--- src/rtl/ysyx_25020037_axi_arbiter_pkg.sv ---
// Shared types and constants for the IFU/LSU AXI4 arbiter.
package ysyx_25020037_axi_arbiter_pkg;

  typedef enum logic [1:0] {
    ARB_IDLE  = 2'd0,
    ARB_RD_M0 = 2'd1,
    ARB_RD_M1 = 2'd2,
    ARB_WR_M1 = 2'd3
  } arb_state_e;

  localparam logic ARB_M_IFU = 1'b0;
  localparam logic ARB_M_LSU = 1'b1;

  localparam logic [1:0] RESP_OKAY   = 2'b00;
  localparam logic [1:0] RESP_SLVERR = 2'b10;

endpackage

--- src/rtl/ysyx_25020037_arb_pick.sv ---
// Combinational winner select for the AXI arbiter.
// ARB_RR_EN: round-robin between m0 read and any m1 request, keyed on last owner.
module ysyx_25020037_arb_pick
  import ysyx_25020037_axi_arbiter_pkg::*;
(
  input  logic       i_req_m0_rd,
  input  logic       i_req_m1_rd,
  input  logic       i_req_m1_wr,
`ifdef ARB_RR_EN
  input  logic       i_last_owner,
`endif
  output arb_state_e o_grant
);

  always_comb begin
    // NOTE: o_grant is given a default first so no path through this block infers a latch.
    o_grant = ARB_IDLE;
    if (i_req_m1_wr)      o_grant = ARB_WR_M1;
    else if (i_req_m1_rd) o_grant = ARB_RD_M1;
    else if (i_req_m0_rd) o_grant = ARB_RD_M0;
`ifdef ARB_RR_EN
    // On contention the IFU wins only if the LSU held the bus last; write-over-read stays.
    if (i_req_m0_rd && (i_req_m1_rd || i_req_m1_wr) && (i_last_owner == ARB_M_LSU))
      o_grant = ARB_RD_M0;
`endif
  end

endmodule

--- src/rtl/ysyx_25020037_axi_arbiter.sv ---
// Transaction-granular AXI4 arbiter: IFU (m0, read-only) and LSU (m1) share one master port.
// ARB_RR_EN: enables round-robin between IFU and LSU requests.
module ysyx_25020037_axi_arbiter
  import ysyx_25020037_axi_arbiter_pkg::*;
#(
  parameter int ADDR_W = 32,
  parameter int DATA_W = 32,
  parameter int ID_W   = 4
) (
  input  logic                clk,
  input  logic                rst,
  // m0 (IFU) read
  input  logic                m0_arvalid,
  output logic                m0_arready,
  input  logic [ADDR_W-1:0]   m0_araddr,
  input  logic [ID_W-1:0]     m0_arid,
  input  logic [7:0]          m0_arlen,
  input  logic [2:0]          m0_arsize,
  input  logic [1:0]          m0_arburst,
  output logic                m0_rvalid,
  input  logic                m0_rready,
  output logic [DATA_W-1:0]   m0_rdata,
  output logic [1:0]          m0_rresp,
  output logic                m0_rlast,
  output logic [ID_W-1:0]     m0_rid,
  // m1 (LSU) read
  input  logic                m1_arvalid,
  output logic                m1_arready,
  input  logic [ADDR_W-1:0]   m1_araddr,
  input  logic [ID_W-1:0]     m1_arid,
  input  logic [7:0]          m1_arlen,
  input  logic [2:0]          m1_arsize,
  input  logic [1:0]          m1_arburst,
  output logic                m1_rvalid,
  input  logic                m1_rready,
  output logic [DATA_W-1:0]   m1_rdata,
  output logic [1:0]          m1_rresp,
  output logic                m1_rlast,
  output logic [ID_W-1:0]     m1_rid,
  // m1 (LSU) write
  input  logic                m1_awvalid,
  output logic                m1_awready,
  input  logic [ADDR_W-1:0]   m1_awaddr,
  input  logic [ID_W-1:0]     m1_awid,
  input  logic [7:0]          m1_awlen,
  input  logic [2:0]          m1_awsize,
  input  logic [1:0]          m1_awburst,
  input  logic                m1_wvalid,
  output logic                m1_wready,
  input  logic [DATA_W-1:0]   m1_wdata,
  input  logic [DATA_W/8-1:0] m1_wstrb,
  input  logic                m1_wlast,
  output logic                m1_bvalid,
  input  logic                m1_bready,
  output logic [1:0]          m1_bresp,
  output logic [ID_W-1:0]     m1_bid,
  // downstream master port
  output logic                s_arvalid,
  input  logic                s_arready,
  output logic [ADDR_W-1:0]   s_araddr,
  output logic [ID_W-1:0]     s_arid,
  output logic [7:0]          s_arlen,
  output logic [2:0]          s_arsize,
  output logic [1:0]          s_arburst,
  input  logic                s_rvalid,
  output logic                s_rready,
  input  logic [DATA_W-1:0]   s_rdata,
  input  logic [1:0]          s_rresp,
  input  logic                s_rlast,
  input  logic [ID_W-1:0]     s_rid,
  output logic                s_awvalid,
  input  logic                s_awready,
  output logic [ADDR_W-1:0]   s_awaddr,
  output logic [ID_W-1:0]     s_awid,
  output logic [7:0]          s_awlen,
  output logic [2:0]          s_awsize,
  output logic [1:0]          s_awburst,
  output logic                s_wvalid,
  input  logic                s_wready,
  output logic [DATA_W-1:0]   s_wdata,
  output logic [DATA_W/8-1:0] s_wstrb,
  output logic                s_wlast,
  input  logic                s_bvalid,
  output logic                s_bready,
  input  logic [1:0]          s_bresp,
  input  logic [ID_W-1:0]     s_bid
);

  arb_state_e r_state;
  arb_state_e w_grant;
`ifdef ARB_RR_EN
  logic       r_last_owner;
`endif

  // A write is eligible only once both AW and W are presented.
  ysyx_25020037_arb_pick u_pick (
    .i_req_m0_rd  (m0_arvalid),
    .i_req_m1_rd  (m1_arvalid),
    .i_req_m1_wr  (m1_awvalid & m1_wvalid),
`ifdef ARB_RR_EN
    .i_last_owner (r_last_owner),
`endif
    .o_grant      (w_grant)
  );

  // NOTE: asynchronous reset is the only reset; state updates use non-blocking assignments.
  always_ff @(posedge clk or posedge rst) begin
    if (rst) begin
      r_state      <= ARB_IDLE;
`ifdef ARB_RR_EN
      r_last_owner <= ARB_M_IFU;
`endif
    end else begin
      case (r_state)
        ARB_IDLE: begin
          r_state <= w_grant;
`ifdef ARB_RR_EN
          if (w_grant != ARB_IDLE)
            r_last_owner <= (w_grant == ARB_RD_M0) ? ARB_M_IFU : ARB_M_LSU;
`endif
        end
        ARB_RD_M0, ARB_RD_M1:
          if (s_rvalid && s_rready && s_rlast) r_state <= ARB_IDLE;
        ARB_WR_M1:
          if (s_bvalid && s_bready) r_state <= ARB_IDLE;
        default: r_state <= ARB_IDLE;
      endcase
    end
  end

  // Routing: everything not owned by the current transaction is driven to zero.
  always_comb begin
    s_arvalid  = 1'b0;  s_araddr  = '0; s_arid  = '0; s_arlen  = '0; s_arsize  = '0; s_arburst  = '0;
    s_rready   = 1'b0;
    s_awvalid  = 1'b0;  s_awaddr  = '0; s_awid  = '0; s_awlen  = '0; s_awsize  = '0; s_awburst  = '0;
    s_wvalid   = 1'b0;  s_wdata   = '0; s_wstrb = '0; s_wlast  = 1'b0;
    s_bready   = 1'b0;
    m0_arready = 1'b0;
    m0_rvalid  = 1'b0;  m0_rdata  = '0; m0_rresp = '0; m0_rlast = 1'b0; m0_rid = '0;
    m1_arready = 1'b0;
    m1_rvalid  = 1'b0;  m1_rdata  = '0; m1_rresp = '0; m1_rlast = 1'b0; m1_rid = '0;
    m1_awready = 1'b0;
    m1_wready  = 1'b0;
    m1_bvalid  = 1'b0;  m1_bresp  = '0; m1_bid   = '0;
    case (r_state)
      ARB_RD_M0: begin
        s_arvalid  = m0_arvalid; s_araddr = m0_araddr; s_arid = m0_arid;
        s_arlen    = m0_arlen;   s_arsize = m0_arsize; s_arburst = m0_arburst;
        m0_arready = s_arready;
        m0_rvalid  = s_rvalid;   m0_rdata = s_rdata;   m0_rresp = s_rresp;
        m0_rlast   = s_rlast;    m0_rid   = s_rid;
        s_rready   = m0_rready;
      end
      ARB_RD_M1: begin
        s_arvalid  = m1_arvalid; s_araddr = m1_araddr; s_arid = m1_arid;
        s_arlen    = m1_arlen;   s_arsize = m1_arsize; s_arburst = m1_arburst;
        m1_arready = s_arready;
        m1_rvalid  = s_rvalid;   m1_rdata = s_rdata;   m1_rresp = s_rresp;
        m1_rlast   = s_rlast;    m1_rid   = s_rid;
        s_rready   = m1_rready;
      end
      ARB_WR_M1: begin
        s_awvalid  = m1_awvalid; s_awaddr = m1_awaddr; s_awid = m1_awid;
        s_awlen    = m1_awlen;   s_awsize = m1_awsize; s_awburst = m1_awburst;
        m1_awready = s_awready;
        s_wvalid   = m1_wvalid;  s_wdata  = m1_wdata;  s_wstrb = m1_wstrb; s_wlast = m1_wlast;
        m1_wready  = s_wready;
        m1_bvalid  = s_bvalid;   m1_bresp = s_bresp;   m1_bid  = s_bid;
        s_bready   = m1_bready;
      end
      default: ;
    endcase
  end

endmodule

--- config.mk ---
export PLATFORM = sky130hd
export DESIGN_NAME = ysyx_25020037_axi_arbiter
export DESIGN_NICKNAME = d
export VERILOG_FILES = /design/src/rtl/ysyx_25020037_axi_arbiter_pkg.sv /design/src/rtl/ysyx_25020037_arb_pick.sv /design/src/rtl/ysyx_25020037_axi_arbiter.sv
export SDC_FILE = /design/constraint.sdc
export NUM_CORES = 1
export LEC_CHECK = 0
export ABC_AREA = 1
export BUFFER_PORTS_ARGS = -buffer_cell sky130_fd_sc_hd__buf_2
export CORE_AREA = 2 2 184 186
export DETAILED_ROUTE_END_ITERATION = 16
export DIE_AREA = 0 0 186 188
export GPL_TIMING_DRIVEN = 0
export MAX_ROUTING_LAYER = met4
export SLEW_MARGIN = 20
export SYNTH_ARGS = -nofsm -noshare
export SYNTH_HDL_FRONTEND = slang
export SYNTH_SLANG_ARGS = --single-unit
--- constraint.sdc ---
create_clock -name clk -period 1.6 [get_ports clk]
set_clock_uncertainty 0.15 [all_clocks]
set_input_delay 0.08 -clock clk [delete_from_list [all_inputs] [get_ports clk]]
set_output_delay 0.08 -clock clk [all_outputs]
set_load 0.02 [all_outputs]
* After elaboration in Yosys (flattened, before gate mapping)
Cells that the tools add are included.
** Word-level totals
- Flip-flop bits (word level) :: 2
- Bits of input ports :: 243
- Output and inout port bits :: 231
- Word-level logic and storage cells :: 54
** Operators by class
- Equal/unequal tests :: 5
- Multiplexer cells :: 41
- Bitwise operators :: 1
- Reductions and logical operators :: 6
** Operators with widths (count)
- 32-bit 2-to-1 mux :: 4
- 32-bit one-hot mux with 2 select lines :: 1
- 4-bit 2-to-1 mux :: 5
- 2-bit 2-to-1 mux :: 8
- 8-bit one-hot mux with 2 select lines :: 1
- 1-bit 2-to-1 mux :: 14
- 8-bit 2-to-1 mux :: 1
- 4-bit one-hot mux with 2 select lines :: 1
- 2-bit one-hot mux with 3 select lines :: 1
- 3-bit one-hot mux with 2 select lines :: 1
- 2-bit equality test, second input constant :: 2
- 2-bit != test, second input constant :: 2
- 1-bit one-hot mux with 2 select lines :: 2
- 2-bit one-hot mux with 2 select lines :: 1
- 1-bit logical AND :: 3
- 3-bit 2-to-1 mux :: 1
- 2-bit by 1-bit equality test with 1-bit output, second input constant :: 1
- 2-bit logical NOT :: 1
- 2-bit AND reduction :: 1
- 2-bit OR reduction :: 1
- 1-bit bitwise AND :: 1

* Logic depth before layout (Yosys ltp)
Gate-level depths: netlist of run 1.
- Depth after elaboration :: 6
- Gate-level depth with buffers :: 9
- Mapped depth without buffers :: 9

* By module
Synthesis of run 1 repeated with hierarchy kept, for this count alone.
** Unflattened totals
- Cell total of the unflattened synthesis :: 584
- Area total of the unflattened synthesis :: 2468.6 um^2
** By module, submodules not included
- ysyx_25020037_axi_arbiter :: instances 1, cells an instance 579, area an instance 2449.8 um^2, seq. area each 50.0 um^2
- ysyx_25020037_arb_pick :: instances 1, cells an instance 5, area an instance 18.8 um^2, seq. area each 0.0 um^2

* Least setup slack after synthesis of run 1
OpenSTA, ideal clock, no wires.
- Path kind :: register to output
- Start point :: register r_state[0]
- End point :: output s_araddr[0]
- Data arrival time :: 1322 ps
- Required time :: 1370 ps
- Slack :: 48 ps
- Stages on the path, launching flop included :: 6
- Buffers on the path :: 1
- Cells stage by stage :: dfrtp_1 -> inv_1 -> ha_1 -> inv_2 -> clkbuf_1 -> a21oi_1
** On the way
- Cells in the longest elaborated chain, start to end :: 2
- Elaborated cells between the ends (all ways) :: 3
- Those cells by class :: 2 x eq/ne; 1 x mux
** RTL lines
- start, declared :: line ysyx_25020037_axi_arbiter.sv:89 : arb_state_e r_state;
- start signal, assigned :: line ysyx_25020037_axi_arbiter.sv:116 : r_state <= w_grant;
- 2-bit equality test or 2-bit by 1-bit equality test with 1-bit output (tied branches) :: line ysyx_25020037_axi_arbiter.sv:145 : case (r_state)
- 32-bit one-hot mux with 2 select lines * :: line ysyx_25020037_axi_arbiter.sv:145
- end, declared :: line ysyx_25020037_axi_arbiter.sv:60 : output logic [ADDR_W-1:0] s_araddr,
Mark *: on every way between the ends. The rest lies on a longest branch, timed or not.

* Final worst setup path of run 1
- Start point :: register r_state[0]
- End point :: output s_araddr[4]
The elaborated chain is that of the path after synthesis.

==> metrics.yaml, run 1 <==
status:
  status: "finished, violations left"
  violations: "setup timing"
pwr:
  ir_worst_vdd_v: 0.000702
  p_per_area_nw_per_um2: 1420
  p_leak_nw: 5.72
layout:
  nets: 1349
  stdcell_count: 1550
  top_regs: "r_state (2)"
  regMostFlops: "r_state"
  layout-drive-gt1-share: 0.733
  final_common_cell: "buf_2"
  largest_reg_flops: 2
  layout_common_cells: "buf_2, nand2_1, buf_6"
  syn2layout_area_growth_pct: 248
setup_path:
  rrSetupSlack_ns: 0.03
  required_ns: 1.37
  startpoint: "r_state[0]"
  reg2reg_depth: 11
  r2r-start: "r_state[0]"
  critical_path.max_fanout: 7
  end_kind: "output port"
  crit_family: "buffers and inverters"
  timing.rr.end: "r_state[0]"
  cp.buffers_inverters: 5
  crit_arrival_ns: 1.75
  start_kind: "flip-flop"
  slowest_delay_ns: 0.40
  cp_slowest_cell: "dfrtp_2"
  path_cells: "buf_6, ha_4, buf_12, buf_16, buf_12, nand2_4, a21oi_4, buf_6"
  path_class: "reg2out"
global_route:
  grt_pass1_wl_um: 28400
  first_global_vias: 4637
  grtUsageTotal: 0.113
  grt_max_degree: 11
  antenna_found_initial: 2
  overflow: 0
clocking:
  cts_made_buffers: 3
  cts_max_path_buffers: 2
  cts-root-buf: "clkbuf_16"
  cts_tree: "done"
  cts.htree.levels: 1
  cts.sinks: 2
  clkSlewWorstSetupHoldPaths_ns: 0.03
  clock_latency_ns: 0.22
drt:
  drt_iter0_markers: 235
  route.vias.total: 5478
  wl_um: 23800
  first_pass_iters: 4
  postRouteAntennaNets: 0
  wl_per_cell_um: 15.4
  viasPerCell: 3.53
  drc: 0
synth:
  syn_inst: 579
  synth.distinct_cells: 11
  avgSynthCellArea_um2: 4.24
  ys_seq_elements: 2
  synthesis.nets: 826
  yosysWarnings: 0
  seq_area_frac_synth: 0.0204
  syn_area_um2: 2450
floorplanning:
  pin_count: 474
  coreArea_um2: 33100
  dieHeight_um: 188
  num_rows: 67
  start_util: 0.0741
  die_area_um2: 35000
  die_w_um: 186
sta:
  setup_viol: 231
  worstMarginPinSlew_ns: 0.295
  grt_setup_unrepaired: "yes"
  hold_viol: 0
  fin_ws_ns: -0.376
  drv_slew: 0
  fin_tns_setup_ns: -55.48
  fmax_mhz: 506
  fin_crit_ns: 1.98
  period_share: 1.24
  max-slew-margin-rel: 0.803
job:
  drv_cap: 0
placement:
  dp_hpwl_um: 16400
  numPortBuffers: 473
  placed_cells: 1500
  gp_congestion: 0.937
min_path:
  holdCritPathClass: "in2async"
## kinds of logic (layout without fill, tap and decap cells)
group,Yosys count,after routing,share of synthesized area
simple gates,297,297,0.456
flops,2,2,0.0204
fa+ha+maj,4,4,0.0204
compound gates,53,53,0.108
buf+inv,223,744,0.395
other cells,0,2,0
## metal layers
layer	wire length [um]	share of wire	vias to the layer above	GRT usage
met1	10800	0.46	2592	0.157
met5	0	0	-	-
met3	936	0.039	21	0.00369
li1	-	-	2640	-
met2	11600	0.49	225	0.184
met4	447	0.019	0	0.0194
## tightest hold or removal path: cells and delay by family
family	cells	cell delay (ns)
buffers and inverters	3	0.72
## power breakdown
part | switching, mW | internal, mW | leakage [nW]
logic | 6.21 | 5.41 | 5.66
clock network | 0.0568 | 0.318 | 0.0370
registers | 0.0323 | 0.0768 | 0.0230
total | 6.30 | 5.80 | 5.72
## stage by stage
stage	hold WS [ns]	cell area (um2)	setup WS [ns]	total power, mW	utilization
floorplan	-0.329	2450	0.0477	3.59	-
global placement	-0.212	5380	-0.520	5.97	0.162
detailed placement	-0.206	5380	-0.527	5.98	0.162
CTS	0.116	6970	-0.366	9.57	0.210
global route	0.144	8540	-0.421	12.7	0.258
finish	0.112	8540	-0.376	12.1	0.258
## final cells by class
cell class                 count  area (um2)
timing repair buffer         522        4080
buffer                        32         534
inverter                     187         714
fill                        3570       24600
sequential                     2        52.6
multi-input combinational    354        2520
tap                          448         561
antenna                        2        5.00
clock buffer                   3        75.1
## repair_timing
item                       in CTS  in global routing
hold endpoints to repair        2                  0
resized for setup             331                435
pin swaps                      14                 37
setup endpoints to repair     231                233
hold buffers                    1                  0
cloned                         12                  8
setup buffers                  21                  7
## worst max-delay path by stage
stage | cells after the start | end
floorplan | 5 | s_araddr[0]
global placement | 7 | s_arsize[2]
detailed placement | 7 | s_arsize[2]
CTS | 9 | s_araddr[31]
global route | 8 | s_arlen[6]
finish | 8 | s_araddr[4]
## synth_stat cells
cell type | number | area share
nand2_1 | 295 | 0.45
buf_6 | 14 | 0.064
nand3_1 | 2 | 0.0041
ha_1 | 4 | 0.020
buf_2 | 16 | 0.033
buf_4 | 2 | 0.0061
inv_2 | 1 | 0.0015
clkbuf_1 | 4 | 0.0061
dfrtp_1 | 2 | 0.020
inv_1 | 186 | 0.28
a21oi_1 | 53 | 0.11
(Power assumes the default switching activity.)
==> run 2, diff against run 1 <==
==> constraint.sdc (replaced) <==
create_clock -name clk -period 2.27 [get_ports clk]
set_clock_uncertainty 0.15 [all_clocks]
set_input_delay 0.1135 -clock clk [delete_from_list [all_inputs] [get_ports clk]]
set_output_delay 0.1135 -clock clk [all_outputs]
set_load 0.02 [all_outputs]
==> run 2 against run 1 <==
Compared with the run above:
- the run now ends clean
- first-iteration DRC count grew 28%
- design area shrank 35%
- wire length shrank 20%
- setup slack improved by 0.49 ns
- register-to-register slack gained 0.76 ns
- non-clock buffer count shrank 44
- global-route usage is 1.4 points lower
- worst hold slack improved by 0.030 ns
- utilization down 9.1 points
- count of clock-buffer cells in the layout did not move
- sequential share of layout area rose by 0.29 points
- critical endpoint is now s_araddr[10]
- largest power group unchanged
==> metrics.yaml, run 2 (synthesis results as in run 1) <==
sta:
  grt_setup_unrepaired: "no"
  fin_crit_ns: 2.15
  fin_tns_setup_ns: 0  # +55.48 ns
  setup_viol: 0  # -100%
  worstMarginPinSlew_ns: 0.496  # +0.201 ns
  max-slew-margin-rel: 0.669  # -0.134
  period_share: 0.948
  fin_hold_ws_ns: 0.142  # +0.0303 ns
  drv_slew: 0  # unchanged
  fmax_mhz: 465
  hold_viol: 0  # unchanged
pwr:
  ir_worst_vdd_v: 0.000299  # -57%
  p_total_mw: 4.52  # -63%
  p_leak_nw: 4.62  # -19%
  p_per_area_nw_per_um2: 821  # -42%
setup_path:
  crit_family: "buffers and inverters"
  r2r-start: "r_state[0]"
  critical_path.max_fanout: 10  # +3
  rrSetupSlack_ns: 0.79  # +0.76 ns
  cp.buffers_inverters: 4  # -1
  crit_arrival_ns: 1.89  # +0.14 ns
  timing.rr.end: "r_state[1]"
  end_kind: "output port"
  reg2reg_depth: 9  # -2
  cp_slowest_cell: "clkbuf_1"
  required_ns: 2.01  # +0.64 ns
  path_class: "reg2out"
  start_kind: "flip-flop"
  slowest_delay_ns: 0.41  # about the same
  path_cells: "inv_1, ha_1, inv_2, clkbuf_1, a21oi_1, buf_2"
layout:
  final_common_cell: "buf_2"
  layout_common_cells: "buf_2, nand2_1, inv_1"
  largest_reg_flops: 2  # unchanged
  fill_cells: 3885  # +8.8%
  layout-drive-gt1-share: 0.487  # -0.246
  nets: 1305  # -3.3%
  diodes: 0  # -2
  top_regs: "r_state (2)"
  syn2layout_area_growth_pct: 125
  regMostFlops: "r_state"
global_route:
  grt_pass1_wl_um: 25500  # -10%
  overflow: 0  # unchanged
  grt_max_degree: 11  # unchanged
  grtUsageTotal: 0.0995  # -0.0136
  antenna_found_initial: 1  # -1
  first_global_vias: 4258  # -8.2%
placement:
  numPortBuffers: 473  # unchanged
  gp_congestion: 0.937  # unchanged
  dp_hpwl_um: 16400  # unchanged
drt:
  viasPerCell: 3.31  # -6.5%
  wl_um: 18900  # -20%
  wl_per_cell_um: 12.6  # -18%
  route.vias.total: 4971  # -9.3%
  first_pass_iters: 5  # +1
  drc: 0  # unchanged
  drt_iter0_markers: 300  # +28%
  postRouteAntennaNets: 0  # unchanged
clocking:
  cts_made_buffers: 3  # unchanged
  cts_max_path_buffers: 2  # unchanged
  cts_tree: "done"
  cts_setup_buffers: 0  # -100%
  cts.sinks: 2  # unchanged
  cts-root-buf: "clkbuf_16"
  clkSlewWorstSetupHoldPaths_ns: 0.03  # about the same
  cts.htree.levels: 1  # unchanged
  clock_latency_ns: 0.22  # about the same
floorplanning:
  start_util: 0.0741  # unchanged
  dieHeight_um: 188  # unchanged
  num_rows: 67  # unchanged
  die_w_um: 186  # unchanged
  coreArea_um2: 33100  # unchanged
  pin_count: 474  # unchanged
  die_area_um2: 35000  # unchanged
job:
  drv_cap: 0  # unchanged
min_path:
  holdCritPathClass: "in2async"
status:
  status: "finished, final reports clean"
-- run 2: changes by cell type in the layout (fill, tap and decap cells not counted), sizes merged --
cell / change
diode: -2
buf: -39
clkbuf: -5
-- run 2: how the worst max path moves through the flow --
stage	from	endpoint	slack (ns)	cells past startpoint
detailed placement	r_state[0]	s_arsize[2]	0.11	7
CTS	r_state[0]	s_arsize[0]	0.0006	6
floorplan	r_state[0]	s_araddr[0]	0.68	5
global route	r_state[0]	s_araddr[10]	0.006	6
finish	r_state[0]	s_araddr[10]	0.12	6
global placement	r_state[0]	s_arsize[2]	0.12	7
-- run 2: area by class of cell --
| class | instances | area (um2) | share of cell area |
|---|---|---|---|
| plain buffers | 36 | 294 | 0.0534 |
| clock buffers | 3 | 75.1 | 0.0136 |
| inverters | 187 | 702 | 0.127 |
| multi-input cells | 354 | 1450 | 0.263 |
| flip-flops and latches | 2 | 50.0 | 0.00909 |
| well taps | 448 | 561 | 0.102 |
| repair buffers | 474 | 2380 | 0.432 |
-- run 2: metrics by stage --
stage / util / setup slack (ns) / instance area [um2] / instances
2_1_floorplan: - / 0.684 / 2450 / 579
3_3_place_gp: 0.162 / 0.117 / 5380 / 1500
3_5_place_dp: 0.162 / 0.110 / 5380 / 1500
4_1_cts: 0.165 / 0.000630 / 5480 / 1504
5_1_grt: 0.166 / 0.00600 / 5510 / 1504
6_report: 0.166 / 0.119 / 5510 / 1504
-- run 2: report_power, final --
part	internal [mW]	total [mW]	switching, mW
sequential	0.0513	0.0665	0.0152
clock	0.224	0.266	0.0413
combinational	1.30	4.19	2.89
-- run 2: layer usage --
metal  part of all wire  wire, um  GRT usage  vias up
met5                  0         0          -        -
met4            0.00074        14    0.00454        0
met3              0.051       968    0.00544        2
met2               0.48      9070      0.164      200
met1               0.47      8880      0.140     2240
li1                   -         -          -     2529
-- run 2: tightest hold or removal path: cells and delay by family --
family | cells | cell delay [ns]
buffers and inverters | 3 | 0.72
-- run 2: what timing repair did --
action / 4_1_cts / 5_1_grt
endpoints found under the setup margin: 3 / 7
hold buffers: 1 / 0
pin swaps: 0 / 0
gates resized for setup: 4 / 10
endpoints found under the hold margin: 2 / 0
